==> src/rtl/dram_dma_pkg.sv <==
// Shared widths, FSM state encoding and command modes for the DRAM DMA engine.
package dram_pkg;

    localparam int AW = 18;
    localparam int DW = 9;
    localparam int LW = 18;

    typedef enum logic [1:0] {
        IDLE = 2'd0,
        RD   = 2'd1,
        WR   = 2'd2,
        DONE = 2'd3
    } state_t;

    localparam logic MODE_COPY = 1'b0;
    localparam logic MODE_FILL = 1'b1;

endpackage

==> src/rtl/dram_dma_if.sv <==
// Command, CPU and DRAM port bundle between the DMA engine (slave) and its surroundings (master).
interface dram_dma_if;
    import dram_pkg::*;

    logic          cmd_valid;
    logic          cmd_ready;
    logic          cmd_mode;
    logic [AW-1:0] cmd_src;
    logic [AW-1:0] cmd_dst;
    logic [LW-1:0] cmd_len;
    logic [DW-1:0] cmd_fill;
    logic          busy;
    logic          done;

    logic          cpu_write;
    logic [AW-1:0] cpu_addr;
    logic [DW-1:0] cpu_din;
    logic [DW-1:0] cpu_dout;
    logic          cpu_stall;

    logic          mem_write;
    logic [AW-1:0] mem_addr;
    logic [DW-1:0] mem_din;
    logic [DW-1:0] mem_dout;

    modport slave (
        input  cmd_valid, cmd_mode, cmd_src, cmd_dst, cmd_len, cmd_fill,
        input  cpu_write, cpu_addr, cpu_din,
        input  mem_dout,
        output cmd_ready, busy, done,
        output cpu_dout, cpu_stall,
        output mem_write, mem_addr, mem_din
    );

    modport master (
        output cmd_valid, cmd_mode, cmd_src, cmd_dst, cmd_len, cmd_fill,
        output cpu_write, cpu_addr, cpu_din,
        output mem_dout,
        input  cmd_ready, busy, done,
        input  cpu_dout, cpu_stall,
        input  mem_write, mem_addr, mem_din
    );

endinterface

==> src/rtl/dram_dma.sv <==
// DMA engine owning the single-port data DRAM: CPU pass-through when idle,
// ascending block copy (read/write pairs) or block fill on command.
module dram_dma
    import dram_pkg::*;
(
    input  logic       clk,
    input  logic       rst_n,
    dram_dma_if.slave  bus
);

    state_t        state;
    logic [AW-1:0] src_ptr;
    logic [AW-1:0] dst_ptr;
    logic [LW-1:0] remaining;
    logic          mode;
    logic [DW-1:0] fill_word;
    logic [DW-1:0] rd_buf;
    logic          idle;

    assign idle = (state == IDLE);

    // Sequencer: command latch, pointer/down-counter updates and the copy data buffer.
    always_ff @(posedge clk) begin
        if (!rst_n) begin
            state     <= IDLE;
            src_ptr   <= '0;
            dst_ptr   <= '0;
            remaining <= '0;
            mode      <= MODE_COPY;
            fill_word <= '0;
            rd_buf    <= '0;
        end else begin
            case (state)
                IDLE: begin
                    if (bus.cmd_valid) begin
                        src_ptr   <= bus.cmd_src;
                        dst_ptr   <= bus.cmd_dst;
                        remaining <= bus.cmd_len;
                        mode      <= bus.cmd_mode;
                        fill_word <= bus.cmd_fill;
                        if (bus.cmd_len == '0)
                            state <= DONE;
                        else if (bus.cmd_mode == MODE_FILL)
                            state <= WR;
                        else
                            state <= RD;
                    end
                end
                RD: begin
                    rd_buf <= bus.mem_dout;
                    state  <= WR;
                end
                WR: begin
                    src_ptr   <= src_ptr + AW'(1);
                    dst_ptr   <= dst_ptr + AW'(1);
                    remaining <= remaining - LW'(1);
                    if (remaining == LW'(1))
                        state <= DONE;
                    else if (mode == MODE_COPY)
                        state <= RD;
                    else
                        state <= WR;
                end
                DONE: begin
                    state <= IDLE;
                end
                default: begin
                    state <= IDLE;
                end
            endcase
        end
    end

    // DRAM port mux; every write path is gated by reset so nothing lands while rst_n is low.
    always_comb begin
        bus.mem_write = 1'b0;
        bus.mem_addr  = bus.cpu_addr;
        bus.mem_din   = bus.cpu_din;
        case (state)
            IDLE: begin
                bus.mem_write = bus.cpu_write & rst_n;
            end
            RD: begin
                bus.mem_addr = src_ptr;
            end
            WR: begin
                bus.mem_addr  = dst_ptr;
                bus.mem_write = rst_n;
                bus.mem_din   = (mode == MODE_FILL) ? fill_word : rd_buf;
            end
            default: begin
                bus.mem_write = 1'b0;
            end
        endcase
    end

    assign bus.cmd_ready = idle & rst_n;
    assign bus.cpu_stall = ~(idle & rst_n);
    assign bus.busy      = ~idle;
    assign bus.done      = (state == DONE);
    assign bus.cpu_dout  = bus.mem_dout;

endmodule

==> src/flat_wrapper.sv <==
// flat-port wrapper written by rule: the top's interface ports become plain ports
module dram_dma_flat import dram_pkg::*;
  (clk, rst_n, bus_cmd_valid, bus_cmd_mode, bus_cmd_src, bus_cmd_dst, bus_cmd_len, bus_cmd_fill, bus_cpu_write, bus_cpu_addr, bus_cpu_din, bus_mem_dout, bus_cmd_ready, bus_busy, bus_done, bus_cpu_dout, bus_cpu_stall, bus_mem_write, bus_mem_addr, bus_mem_din);
  dram_dma_if bus_i ();
  input  logic clk;
  input  logic rst_n;
  input wire logic [$bits(bus_i.cmd_valid)-1:0] bus_cmd_valid;
  input wire logic [$bits(bus_i.cmd_mode)-1:0] bus_cmd_mode;
  input wire logic [$bits(bus_i.cmd_src)-1:0] bus_cmd_src;
  input wire logic [$bits(bus_i.cmd_dst)-1:0] bus_cmd_dst;
  input wire logic [$bits(bus_i.cmd_len)-1:0] bus_cmd_len;
  input wire logic [$bits(bus_i.cmd_fill)-1:0] bus_cmd_fill;
  input wire logic [$bits(bus_i.cpu_write)-1:0] bus_cpu_write;
  input wire logic [$bits(bus_i.cpu_addr)-1:0] bus_cpu_addr;
  input wire logic [$bits(bus_i.cpu_din)-1:0] bus_cpu_din;
  input wire logic [$bits(bus_i.mem_dout)-1:0] bus_mem_dout;
  output wire logic [$bits(bus_i.cmd_ready)-1:0] bus_cmd_ready;
  output wire logic [$bits(bus_i.busy)-1:0] bus_busy;
  output wire logic [$bits(bus_i.done)-1:0] bus_done;
  output wire logic [$bits(bus_i.cpu_dout)-1:0] bus_cpu_dout;
  output wire logic [$bits(bus_i.cpu_stall)-1:0] bus_cpu_stall;
  output wire logic [$bits(bus_i.mem_write)-1:0] bus_mem_write;
  output wire logic [$bits(bus_i.mem_addr)-1:0] bus_mem_addr;
  output wire logic [$bits(bus_i.mem_din)-1:0] bus_mem_din;
  assign bus_i.cmd_valid = bus_cmd_valid;
  assign bus_i.cmd_mode = bus_cmd_mode;
  assign bus_i.cmd_src = bus_cmd_src;
  assign bus_i.cmd_dst = bus_cmd_dst;
  assign bus_i.cmd_len = bus_cmd_len;
  assign bus_i.cmd_fill = bus_cmd_fill;
  assign bus_i.cpu_write = bus_cpu_write;
  assign bus_i.cpu_addr = bus_cpu_addr;
  assign bus_i.cpu_din = bus_cpu_din;
  assign bus_i.mem_dout = bus_mem_dout;
  assign bus_cmd_ready = bus_i.cmd_ready;
  assign bus_busy = bus_i.busy;
  assign bus_done = bus_i.done;
  assign bus_cpu_dout = bus_i.cpu_dout;
  assign bus_cpu_stall = bus_i.cpu_stall;
  assign bus_mem_write = bus_i.mem_write;
  assign bus_mem_addr = bus_i.mem_addr;
  assign bus_mem_din = bus_i.mem_din;
  dram_dma u_core (.clk(clk), .rst_n(rst_n), .bus(bus_i));
endmodule
==> config.mk <==
export PLATFORM = sky130hd
export DESIGN_NAME = dram_dma_flat
export DESIGN_NICKNAME = d
export VERILOG_FILES = /design/src/rtl/dram_dma_pkg.sv /design/src/rtl/dram_dma_if.sv /design/src/rtl/dram_dma.sv /design/src/flat_wrapper.sv
export SDC_FILE = /design/constraint.sdc
export NUM_CORES = 1
export LEC_CHECK = 0
export CAP_MARGIN = 5
export CORE_AREA = 2 2 116 118
export DETAILED_ROUTE_END_ITERATION = 16
export DIE_AREA = 0 0 118 120
export GPL_TIMING_DRIVEN = 0
export HOLD_SLACK_MARGIN = 0.03
export PLACE_DENSITY = 0.66
export SLEW_MARGIN = 20
export SYNTH_ARGS = -nofsm -noshare
export SYNTH_HDL_FRONTEND = slang
export SYNTH_SLANG_ARGS = --single-unit
==> constraint.sdc <==
create_clock -name clk -period 5.29 [get_ports clk]
set_input_delay 1.058 -clock clk [delete_from_list [all_inputs] [get_ports clk]]
set_output_delay 1.058 -clock clk [all_outputs]
set_load 0.02 [all_outputs]
Yosys cells after proc, flatten, opt, wreduce, memory -nomap -nowiden
Cells that the tools add are included.

Register bits: 75. Bits of input ports: 104. Output and inout bits: 41. Logic and storage cells: 40.

$add $sub $neg: 3. Equality and inequality tests: 5. Muxes and demuxes: 16. Bitwise logic cells: 4. Reductions and logical operators: 5.

Operators with widths (number): 18-bit case mux with 2 select lines (4); 18-bit two-way mux (3); 18-bit by 1-bit adder with 18-bit output, second input constant (2); 18-bit by 1-bit == test with 1-bit output, second input constant (1); 18-bit zero test (1); 9-bit two-way mux (2); 18-bit by 1-bit subtractor with 18-bit output, second input constant (1); 2-bit two-way mux (5); 2-bit case mux with 4 select lines (1); 2-bit == test, second input constant (2); 2-bit AND reduction (2); 1-bit bitwise AND (2); 2-bit by 1-bit == test with 1-bit output, second input constant (1); 2-bit zero test (1); 2-bit inequality test, second input constant (1); 1-bit NOT (2); 1-bit case mux with 2 select lines (1); 2-bit nonzero test (1).

Longest topological paths before layout
Word-level depth: 4. Gate-level depth with buffers: 10. Depth with buffers taken out: 7.

Least setup slack after synthesis
OpenSTA, ideal clock, no wires.

Kind: input to output. Start point: in rst_n. End point: out bus_mem_write. Arrival: 2004 ps. Data required time: 4232 ps. Path slack: 2228 ps. Stages on the path: 5. Buffers on the path: 3. Path through: clkbuf_8 -> inv_1 -> clkbuf_1 -> buf_1 -> nor2_1.

Word-level cells in the longest chain between the ends: 2.

Ends and longest elaborated chain: start: declaration (line flat_wrapper.sv:6) `input logic rst_n;`; 1-bit bitwise AND (line dram_dma.sv:81) `bus.mem_write = bus.cpu_write & rst_n;`; 1-bit case mux with 2 select lines * (line dram_dma.sv:79) `case (state)`; end: declaration (line flat_wrapper.sv:22) `output wire logic [$bits(bus_i.mem_write)-1:0] bus_mem_write;`.

Mark *: on every way between the ends. The rest lies on a longest branch, timed or not.

Worst setup path after layout
Start point: reg u_core.state[0]. End point: out bus_mem_din[3].

Word-level cells in the longest chain between the ends: 2.

Ends and longest elaborated chain: start: declaration (line dram_dma.sv:11) `state_t state;`; start signal: assignment (line dram_dma.sv:25) `state <= IDLE;`; start signal: assignment (line dram_dma.sv:42) `state <= DONE;`; start signal: assignment (line dram_dma.sv:44) `state <= WR;`; 2-bit == test (line dram_dma.sv:79); 9-bit two-way mux (line dram_dma.sv:79); end: declaration (line flat_wrapper.sv:24) `output wire logic [$bits(bus_i.mem_din)-1:0] bus_mem_din;`.

Every way passes these cells.

==> metrics.csv <==
stage,metric,value,unit
place,dpl hpwl,14400,um
layout,layout cells sized above 1,0.0547,
synthesis,YS warnings,0,
global_route,initial antenna violation count,0,
global_route,GRT Util Overall,0.276,
timing,Pins Over Slew Limit,0,
synthesis,sequential cell area fraction in the yosys report,0.314,
timing,Setup Viol. Count Final,0,
timing,fin crit share,0.801,
die,Die Width,118,um
hold_path,hold crit path type,reg2reg,
die,starting density of the core,0.368,
timing,post-layout min period,4.24,ns
routing,Via density,5.90,
layout,Total Nets Final,912,
setup_path,critical setup path kind,reg2out,
global_route,largest net degree at the start of global routing,13,
global_route,gr ovfl total,0,
synthesis,Syn Inst Count,645,
power_and_ir_drop,PD cells,450,mW/mm^2
setup_path,Worst Setup Start Kind,flop,
setup_path,Crit Path Max Fanout,10,
timing,setup ws final,1.05,ns
clock_tree,H-tree levels,3,
die,# rows,42,
setup_path,largest stage delay on the critical path,0.63,ns
synthesis,"count leader, synth",nor2_1,
routing,Routed WL,19800,um
synthesis,Synth Flop Type,dfxtp_1,
synthesis,asr flop ratio synth,0,
routing,drt wl/cell,20.2,um
layout,end-of-flow core utilization,0.519,
synthesis,Yosys top cell by area,dfxtp_1,
layout,area grow syn2layout,40.8,%
setup_path,crit-path cells,"inv_1, ha_1, clkbuf_8, clkbuf_8, clkbuf_1, clkbuf_1, nor2_1, a21oi_1, clkdlybuf4s50_1",
clock_tree,CTS Sinks,75,
layout,Inserted Diodes,0,
synthesis,"EDFF count, synth",0,
clock_tree,clock tree from TritonCTS,done,
routing,Pre-Repair DR Iteration Count,5,
clock_tree,Inserted Clock Buffers,9,
place,pre-CTS setup slack,1.12,ns
die,Total Die Area,0.0142,sq mm
clock_tree,Clock transition at path regs,0.06,ns
routing,DRT antenna net count,0,
layout,fillcell total,1254,
die,core footprint,0.0130,sq mm
setup_path,slowest CP cell,clkdlybuf4s50_1,
synthesis,Mapped Area,0.00478,sq mm
setup_path,Top delay family on crit path,buffers and inverters,
setup_path,crit path DAT,3.18,ns
routing,post-route DRC violation count,0,
global_route,global-route wire length before repair,30400,um
setup_path,WP data required,4.23,ns
synthesis,"top cells by count, synth","nor2_1, a21oi_1, dfxtp_1",
clock_tree,clk_lat worst skew,0.35,ns
timing,Clock Skew,0.00873,ns
clock_tree,Hold Buf Count CTS,0,
synthesis,Synth cell types,62,
clock_tree,post-CTS sizing,0,
timing,Worst-Margin Slew,0.837,ns
timing,final setup TNS,0,ns
global_route,number of global-route vias before repair,5444,
synthesis,Synth top area share,0.314,
power_and_ir_drop,maximum vdd drop,0.000206,V
clock_tree,CTS root buf,clkbuf_16,
die,Die Y-Extent,120,um
outcome,outcome,finished clean,
routing,drt initial violations,607,
routing,DR vias,5779,
setup_path,number of buffers and inverters on the critical path,6,
timing,Min Hold Slack,0.456,ns
synthesis,Seq cells post-synth,75,
synthesis,Syn Area/Cell,7.41,sq um
clock_tree,postcts setup bufs,0,
synthesis,top post-synthesis cells by area,"dfxtp_1, a21oi_1, nor2_1",
timing,slew margin rel.,0.426,
power_and_ir_drop,leakage power,2.34,nW
run,max_cap viols,0,
timing,unrepaired setup endpoints after global routing,false,
clock_tree,clock buffer depth,2,
timing,Hold Fails Final Rpt,0,
setup_path,Crit. End Element,output pin,
place,GPL Wtd Cong,0.916,
synthesis,syn_nets,758,
timing,fmax,0.236,GHz
die,io pins,145,
place,Port Buffers,143,
-- path summary, 6_finish.rpt --
kind                                          start             endpoint  slack [ns]  cells after the start
worst max-delay path                u_core.state[0]       bus_mem_din[3]        1.05                      9
worst min-delay path            u_core.fill_word[6]  u_core.fill_word[6]        0.46                      2
worst max register to register      u_core.state[0]  u_core.remaining[0]        2.50                      8
worst min register to register  u_core.fill_word[6]  u_core.fill_word[6]        0.46                      2
-- power by group --
group / internal, mW / switching, mW / total (mW) / leakage, nW
sequential: 0.684 / 0.144 / 0.828 / 0.616
combinational: 0.621 / 0.946 / 1.57 / 1.58
clock: 0.376 / 0.257 / 0.633 / 0.145
total: 1.68 / 1.35 / 3.03 / 2.34
-- layout by cell type, fill, tap and decap left out, types with 3 or more instances in the layout --
cell type          n
o21ai_0           31
buf_4              9
nor4_1            12
nor2_1            77
buf_1              7
nand4_1           12
o31ai_1            4
or3_1              4
clkbuf_8           6
o2bb2ai_1          3
a22o_1             3
o22ai_1           14
clkdlybuf4s50_1  143
dfxtp_1           75
and4_1             7
nor2b_1            3
a31oi_1            5
a21oi_1           76
a22oi_1           27
ha_1               9
nor3_1            17
mux2i_1           27
clkbuf_16          9
and2_1             3
o31a_1             4
clkbuf_1          40
nand3_1           26
o211ai_1           4
inv_1             12
a211oi_1           6
a311oi_1           3
o2111ai_1          3
nand2_1           73
clkinv_2           3
-- worst min-delay path, delay by kind of cell, from the launching register on --
family,cells,cell delay [ns]
simple gates,1,0.05
compound gates,1,0.05
flops,1,0.31
-- registers in the layout (all words and copies together), names as in the netlist --
signal,count
u_core.dst_ptr,18
u_core.remaining,18
u_core.src_ptr,18
u_core.fill_word,9
u_core.rd_buf,9
u_core.state,2
u_core.mode,1
-- through the flow --
| stage | cells | power [mW] | instance area (sq um) |
|---|---|---|---|
| final | 980 | 3.03 | 6730 |
| after global routing | 980 | 3.19 | 6730 |
| after CTS | 980 | 3.00 | 6730 |
| after detailed placement | 964 | 2.37 | 6430 |
| after global placement | 964 | 2.35 | 6430 |
| after floorplan | 645 | 1.73 | 4780 |
-- cell families after synthesis --
logic type | Yosys count | synth area share
and+or+nand+nor | 254 | 0.256
muxes | 27 | 0.0565
AOI/OAI and AO/OA | 205 | 0.271
adders and majority gates | 9 | 0.0236
xor gates and xnor gates | 2 | 0.00366
DFF | 75 | 0.314
buffers and inverters | 73 | 0.0751
-- cell type report --
| type | count | area (sq um) | area share |
|---|---|---|---|
| Tap cell | 176 | 220 | 0.0327 |
| Clock inverter | 5 | 52.6 | 0.00781 |
| Buffer | 61 | 314 | 0.0466 |
| Multi-Input combinational cell | 497 | 2930 | 0.434 |
| Clock buffer | 11 | 243 | 0.0361 |
| Sequential cell | 75 | 1500 | 0.223 |
| Inverter | 12 | 45.0 | 0.00669 |
| Timing Repair Buffer | 143 | 1430 | 0.213 |
-- per-layer routing --
layer	up-vias	global-route usage	routed length, um
met1	2720	0.361	8280
li1	2693	-	-
met2	323	0.458	9230
met5	-	0	0
met4	0	0.111	513
met3	43	0.0418	1810
Power figures use the tool's default switching activity.
